===== src/rtl/controlmux_pkg.sv =====
// Shared ID/EX control-mux select type: pass decoded control or force a NOP (all-zero).
package controlmux;

  typedef enum logic {
    ctrl = 1'b0,
    zero = 1'b1
  } controlmux_sel_t;

endpackage : controlmux


===== src/rtl/stall_ctrl_pkg.sv =====
// Types, constants and helpers shared by the pipeline stall controller.
package stall_ctrl_pkg;

  // Watchdog/statistics FSM: which memory side (if any) the pipeline waits on.
  typedef enum logic [1:0] {
    RUN       = 2'd0,
    IMEM_WAIT = 2'd1,
    DMEM_WAIT = 2'd2
  } stall_state_t;

  // NOP loaded into IF/ID or ID/EX when a flush is asserted (addi x0, x0, 0).
  localparam logic [31:0] NOP_INSTR = 32'h0000_0013;

  // Number of statistics counters and their slot indices.
  localparam int unsigned N_STATS   = 3;
  localparam int unsigned STAT_STALL  = 0;
  localparam int unsigned STAT_BUBBLE = 1;
  localparam int unsigned STAT_FLUSH  = 2;

  // Per-stage enables and flushes produced by one control decision.
  typedef struct packed {
    logic pc_we;
    logic if_id_we;
    logic id_ex_we;
    logic ex_mem_we;
    logic mem_wb_we;
    logic if_id_flush;
    logic id_ex_flush;
  } stage_ctrl_t;

  // Everything held: memory freeze and reset.
  function automatic stage_ctrl_t ctrl_hold();
    return '{default: 1'b0};
  endfunction

  // Normal advance of every stage.
  function automatic stage_ctrl_t ctrl_advance();
    stage_ctrl_t c;
    c = '{default: 1'b0};
    c.pc_we     = 1'b1;
    c.if_id_we  = 1'b1;
    c.id_ex_we  = 1'b1;
    c.ex_mem_we = 1'b1;
    c.mem_wb_we = 1'b1;
    return c;
  endfunction

  // Redirect: advance everything and squash the two wrong-path stages.
  function automatic stage_ctrl_t ctrl_redirect();
    stage_ctrl_t c;
    c = ctrl_advance();
    c.if_id_flush = 1'b1;
    c.id_ex_flush = 1'b1;
    return c;
  endfunction

  // Load-use bubble: hold PC and IF/ID, let the back end drain one slot.
  function automatic stage_ctrl_t ctrl_bubble();
    stage_ctrl_t c;
    c = ctrl_advance();
    c.pc_we    = 1'b0;
    c.if_id_we = 1'b0;
    return c;
  endfunction

endpackage : stall_ctrl_pkg


===== src/rtl/sat_counter.sv =====
// Saturating event counter: counts inc_i cycles, sticks at all-ones.
module sat_counter #(
  parameter int W = 32
) (
  input  logic         clk,
  input  logic         rst,
  input  logic         inc_i,
  output logic [W-1:0] cnt_o
);

  logic [W-1:0] cnt_q;
  logic [W-1:0] cnt_d;

  // Next count: increment unless already saturated.
  always_comb begin
    cnt_d = cnt_q;
    if (inc_i && (cnt_q != {W{1'b1}})) begin
      cnt_d = cnt_q + W'(1);
    end
  end

  // Count register, cleared by the active-low asynchronous reset.
  always_ff @(posedge clk or negedge rst) begin
    if (!rst) begin
      cnt_q <= '0;
    end else begin
      cnt_q <= cnt_d;
    end
  end

  assign cnt_o = cnt_q;

endmodule : sat_counter


===== src/rtl/pipeline_stall_ctrl.sv =====
// Central pipeline control: one freeze / flush / bubble / advance decision per cycle,
// plus saturating stall statistics and a sticky memory-wait watchdog.
module pipeline_stall_ctrl
  import stall_ctrl_pkg::*;
#(
  parameter int CNT_W   = 32,
  parameter int TIMEOUT = 1024
) (
  input  logic                       clk,
  input  logic                       rst,
  input  logic                       HD_stall_i,
  input  logic                       EX_br_taken_i,
  input  logic                       IF_imem_read_i,
  input  logic                       IF_imem_resp_i,
  input  logic                       MEM_dmem_req_i,
  input  logic                       MEM_dmem_resp_i,
  output logic                       PC_write_o,
  output logic                       IF_ID_write_o,
  output logic                       ID_EX_write_o,
  output logic                       EX_MEM_write_o,
  output logic                       MEM_WB_write_o,
  output logic                       IF_ID_flush_o,
  output logic                       ID_EX_flush_o,
  output controlmux::controlmux_sel_t controlmux_sel_o,
  output logic [CNT_W-1:0]           stall_cnt_o,
  output logic [CNT_W-1:0]           bubble_cnt_o,
  output logic [CNT_W-1:0]           flush_cnt_o,
  output logic                       err_o
);

  localparam int WD_W = (TIMEOUT > 2) ? $clog2(TIMEOUT) : 1;
  localparam logic [WD_W-1:0] WD_LAST = WD_W'(TIMEOUT - 1);

  // Memory wait qualifiers; a response in the request cycle is not a wait.
  logic imem_wait;
  logic dmem_wait;
  logic freeze;

  assign imem_wait = IF_imem_read_i & ~IF_imem_resp_i;
  assign dmem_wait = MEM_dmem_req_i & ~MEM_dmem_resp_i;
  assign freeze    = imem_wait | dmem_wait;

  stall_state_t state_q;
  stall_state_t state_d;

  logic [WD_W-1:0] wait_cnt_q;
  logic [WD_W-1:0] wait_cnt_d;
  logic            err_q;
  logic            err_d;

  stage_ctrl_t                 stage_ctrl;
  controlmux::controlmux_sel_t sel;
  logic [N_STATS-1:0]          stat_inc;
  logic [CNT_W-1:0]            stat_cnt [N_STATS];

  // State, watchdog count and sticky error registers.
  always_ff @(posedge clk or negedge rst) begin
    if (!rst) begin
      state_q    <= RUN;
      wait_cnt_q <= '0;
      err_q      <= 1'b0;
    end else begin
      state_q    <= state_d;
      wait_cnt_q <= wait_cnt_d;
      err_q      <= err_d;
    end
  end

  // Next state: dmem waits take precedence over imem waits.
  always_comb begin
    state_d = state_q;
    unique case (state_q)
      RUN: begin
        if (dmem_wait) begin
          state_d = DMEM_WAIT;
        end else if (imem_wait) begin
          state_d = IMEM_WAIT;
        end
      end
      IMEM_WAIT: begin
        if (dmem_wait) begin
          state_d = DMEM_WAIT;
        end else if (!freeze) begin
          state_d = RUN;
        end
      end
      DMEM_WAIT: begin
        if (!dmem_wait && imem_wait) begin
          state_d = IMEM_WAIT;
        end else if (!freeze) begin
          state_d = RUN;
        end
      end
      default: begin
        state_d = RUN;
      end
    endcase
  end

  // Watchdog: counts edges spent entering/holding a wait state across IMEM<->DMEM
  // moves, clears when the FSM returns to RUN, flags once TIMEOUT waits have elapsed.
  always_comb begin
    wait_cnt_d = wait_cnt_q;
    err_d      = err_q;
    if (state_d == RUN) begin
      wait_cnt_d = '0;
    end else if (wait_cnt_q != WD_LAST) begin
      wait_cnt_d = wait_cnt_q + WD_W'(1);
    end
    if (freeze && (wait_cnt_q == WD_LAST)) begin
      err_d = 1'b1;
    end
  end

  // Control decision: freeze > redirect > load-use bubble > advance; reset holds all.
  always_comb begin
    stage_ctrl = ctrl_advance();
    sel        = controlmux::ctrl;
    stat_inc   = '0;
    if (!rst) begin
      stage_ctrl = ctrl_hold();
      sel        = controlmux::zero;
    end else if (freeze) begin
      stage_ctrl            = ctrl_hold();
      stat_inc[STAT_STALL]  = 1'b1;
    end else if (EX_br_taken_i) begin
      stage_ctrl            = ctrl_redirect();
      sel                   = controlmux::zero;
      stat_inc[STAT_FLUSH]  = 1'b1;
    end else if (HD_stall_i) begin
      stage_ctrl            = ctrl_bubble();
      sel                   = controlmux::zero;
      stat_inc[STAT_BUBBLE] = 1'b1;
    end
  end

  // Statistics counters, one per decision class.
  for (genvar gi = 0; gi < N_STATS; gi++) begin : g_stats
    sat_counter #(
      .W (CNT_W)
    ) u_cnt (
      .clk   (clk),
      .rst   (rst),
      .inc_i (stat_inc[gi]),
      .cnt_o (stat_cnt[gi])
    );
  end

  assign PC_write_o       = stage_ctrl.pc_we;
  assign IF_ID_write_o    = stage_ctrl.if_id_we;
  assign ID_EX_write_o    = stage_ctrl.id_ex_we;
  assign EX_MEM_write_o   = stage_ctrl.ex_mem_we;
  assign MEM_WB_write_o   = stage_ctrl.mem_wb_we;
  assign IF_ID_flush_o    = stage_ctrl.if_id_flush;
  assign ID_EX_flush_o    = stage_ctrl.id_ex_flush;
  assign controlmux_sel_o = sel;
  assign stall_cnt_o      = stat_cnt[STAT_STALL];
  assign bubble_cnt_o     = stat_cnt[STAT_BUBBLE];
  assign flush_cnt_o      = stat_cnt[STAT_FLUSH];
  assign err_o            = err_q;

endmodule : pipeline_stall_ctrl


===== config.mk =====
export PLATFORM = sky130hd
export DESIGN_NAME = pipeline_stall_ctrl
export DESIGN_NICKNAME = d
export VERILOG_FILES = /design/src/rtl/controlmux_pkg.sv /design/src/rtl/stall_ctrl_pkg.sv /design/src/rtl/sat_counter.sv /design/src/rtl/pipeline_stall_ctrl.sv
export SDC_FILE = /design/constraint.sdc
export NUM_CORES = 1
export LEC_CHECK = 0
export BUFFER_PORTS_ARGS = -buffer_cell sky130_fd_sc_hd__clkbuf_2
export CORE_UTILIZATION = 55
export DETAILED_ROUTE_END_ITERATION = 10
export GPL_ROUTABILITY_DRIVEN = 0
export HOLD_SLACK_MARGIN = 0.1
export PLACE_DENSITY = 0.88
export SLEW_MARGIN = 20
export SYNTH_ARGS = -nofsm -noshare
export SYNTH_HDL_FRONTEND = slang
export SYNTH_SLANG_ARGS = --single-unit

===== constraint.sdc =====
create_clock -name clk -period 4.05 [get_ports clk]
set_clock_uncertainty 0.05 [all_clocks]
set_input_delay 0.81 -clock clk [delete_from_list [all_inputs] [get_ports clk]]
set_output_delay 0.81 -clock clk [all_outputs]
set_load 0.02 [all_outputs]

==> metrics.md <==
| Metric | Value |
|---|---|
| Max_slew headroom | about a third |
| Sequential Power Share | a little over half |
| Crit. path cell count | 4 |
| Area contributors post-synth | dfrtp_1, xor2_1, xnor2_1 |
| Smallest hold slack | 246 ps |
| Initial Utilization | 57.5% |
| Cells along the critical path | clkbuf_2, nor2b_1, nor3_2, clkbuf_2 |
| Total Nets Final | 650 |
| Area of the mapped netlist | around 5400 um^2 |
| Area grow syn2layout | 16.5% |
| RSZ-0062 raised after global routing | no |
| Multi-input logic area | 2530 um^2 |
| Status | complete, no violations |
| Hold WC Path Type | primary input to asynchronous set/reset pin |
| Die area | slightly above 10,000 um^2 |
| Post-Layout Cell Count | ~770 |
| Synth cell types | 46 |
| Post-synth top area share | between 50% and 60% |
| Crit Path Max Fanout | 7 |
| Setup TNS | 0 ps |
| First-pass GRT wire length | ~20,000 um |
| Max-slew violations | 0 |
| Power Dens Cells | 381 nW/um^2 |
| Final worst-path cycle share | a little under three quarters |
| Post-DP HPWL | approximately 8600 um |
| Routed via count | between 4,000 and 5,000 |
| Largest net degree at the start of global routing | just under 60 |
| Grt ovf | 0 |
| Max Cap Viol | 0 |
| Crit. End Element | output pin |
| TritonRoute pass-1 iters | 4 |
| Worst endpoint required time | 3190 ps |
| Crit path DAT | between 2000 and 2500 ps |
| Final Power | 2.38 mW |
| DRT Wirelength | roughly 12,000 um |
| Fillcell total | 739 |
| Setup Buffers After CTS | 0 |
| Synth Instances | approximately 530 |
| Critical Path Max Stage Delay | 660 ps |
| Number of synthesized flops with an enable pin | 0 |
| Area leader, netlist | dfrtp_1 |
| Peak supply drop | 0.249 mV |
| CTS tree | built |
| Routed vias/inst | between 5 and 6 |
| CTS H-tree depth | 3 |
| Routed len/inst | approximately 15 um |
| Mean Syn Cell Area | 10.2 um^2 |
| Register area | approximately 2700 um^2 |
| Final setup vio count | 0 |
| Die Y | ~100 um |
| Hold buffer count at CTS | 0 |
| # DRC | 0 |
| Routed Antenna Nets | 0 |
| Worst-skew pair later-pin latency | between 300 and 400 ps |
| PortBufs | roughly 110 |
| Worst setup SP type | primary input |
| Fmax | between 0.3 and 0.4 GHz |
| Setup CP Type | primary input to output pin |
| Slowest cell on crit path | nor3_2 |
| N_diodes | 0 |
| Psw | 0.721 mW |
| Register area share after synthesis | slightly above 50% |
| Crit-path most repeated cell | clkbuf_2 |
| Net Sw Frac | 30.2% |
| Worst Max-Slew Pin Slew | 979 ps |
| CP top delay family | simple AND/OR/NAND/NOR gates |
| DP Cell Count | around 760 |
| DR iter-0 viols | between 200 and 250 |
| Synth Flop Type | dfrtp_1 |
| Synth warnings | 0 |
| Combinational Power Share | between 10% and 20% |
| Syn nets | between 500 and 600 |
| Overall routing resource usage | roughly a quarter |
| Vias in the first global route | 4,152 |
| Core Region | approximately 9300 um^2 |
| DIE WIDTH | a little over 100 um |
| Int Pwr | about 1.7 mW |
| Num rows | 35 |
| Register clock-pin slew on the reported worst setup and hold paths | 100 ps |
| Final Hold Fails | 0 |
| Final Critical Period | 2880 ps |
| Share of cells above drive strength 1 | 22.1% |
| Final Util | between 60% and 70% |
| FFs w/ async S/R, synth | 100% |
| Clock Power Share | 30.4% |
| Initial antenna violation count | 0 |
| WP buf/inv | 2 |
| Post-cts resize count | 0 |
| Ports | about 110 |
| Clock Tree Root | clkbuf_8 |
| R2R cell count | 5 |
| Leak Pwr | ~3.1 nW |
| CTS Buffer Depth | 2 |
| Synth Register Bits | 109 |
| Clock Sinks | approximately 110 |
| CTS Buf Count | 9 |
synth_stat cells (2+ instances only):
cell       instances
dfrtp_1          109
nand2_1           53
xor2_1            48
xnor2_1           47
nor2_1            45
nand4_1           37
nand3_1           34
nor3_1            29
and3_1            25
nor4_1            13
inv_1              9
and4_1             6
clkbuf_1           6
and2_1             5
nor2b_1            5
buf_4              4
ha_1               4
nand2b_1           4
mux2_2             3
o2111ai_1          3
o21ai_0            3
a21oi_1            2
buf_2              2
mux2i_1            2
nand4b_1           2
nor4_2             2
o211ai_1           2
or2_2              2
or3_1              2
or4_1              2
flip-flops by register name, indices dropped and copies added, names as in the netlist:
register,flops
g_stats.u_cnt.cnt_o,96
wait_cnt_q,10
state_q,2
err_o,1
cell usage in the layout (no fill, tap or decap), types with 9 or more instances in the layout:
cell type	n
nor4_1	13
inv_1	9
nor3_1	29
xor2_1	48
nand2_1	53
and3_1	25
nand3_1	34
clkbuf_8	10
dfrtp_1	109
nand4_1	37
clkbuf_2	111
xnor2_1	47
nor2_1	45
area by class of cell:
class	instances	area share [%]
clock buffers	10	2.20
clock inverters	5	1.34
inverters	9	0.540
multi-input cells	395	40.5
flip-flops and latches	109	43.6
well taps	129	2.58
repair buffers	114	9.25
power groups by stage:
stage                     Sequential (mW)  Clock, mW  Combinational [mW]
final                                1.28      0.725               0.381
after global placement               1.29          0               0.374
after global routing                 1.29      0.779               0.419
after detailed placement             1.29          0               0.384
after CTS                            1.27      0.735               0.385
after floorplan                      1.36          0               0.155
layer usage:
metal  global-route usage [%]  vias to the layer above  part of all wire, %
met5                        0                        -                    0
met4                     8.81                        0                  1.4
met3                     3.54                       18                  6.0
met2                     38.9                      144                   48
met1                     34.7                     2139                   45
li1                         -                     2075                    -
stage by stage:
step	setup WS (ps)	area, um^2
final	1170	6250
after global placement	1230	6030
after floorplan	1200	5370
after global routing	1080	6250
after detailed placement	1200	6030
after CTS	1160	6250
kinds of logic (layout without fill, tap and decap cells):
| group | after synthesis | after routing | synth area share, % |
|---|---|---|---|
| muxes | 5 | 5 | 1.00 |
| and+or+nand+nor | 271 | 271 | 26.7 |
| buffers and inverters | 22 | 138 | 2.01 |
| xor gates and xnor gates | 95 | 95 | 15.5 |
| DFF | 109 | 109 | 50.8 |
| adders and majority gates | 4 | 4 | 0.933 |
| AOI/OAI and AO/OA | 20 | 20 | 3.03 |
path summary, 6_finish.rpt:
check | start | end | slack, ps
max in group asynchronous | rst | g_stats[0].u_cnt.cnt_o[10]$_DFFE_PN0P_ | 2750
min | rst | state_q[0]$_DFF_PN0_ | 250
min reg2reg | state_q[1]$_DFF_PN0_ | state_q[1]$_DFF_PN0_ | 400
max | MEM_dmem_req_i | ID_EX_flush_o | 1170
min in group clk | state_q[1]$_DFF_PN0_ | state_q[1]$_DFF_PN0_ | 400
max reg2reg | g_stats[0].u_cnt.cnt_o[18]$_DFFE_PN0P_ | g_stats[0].u_cnt.cnt_o[2]$_DFFE_PN0P_ | 1450
(Power assumes the default switching activity.)
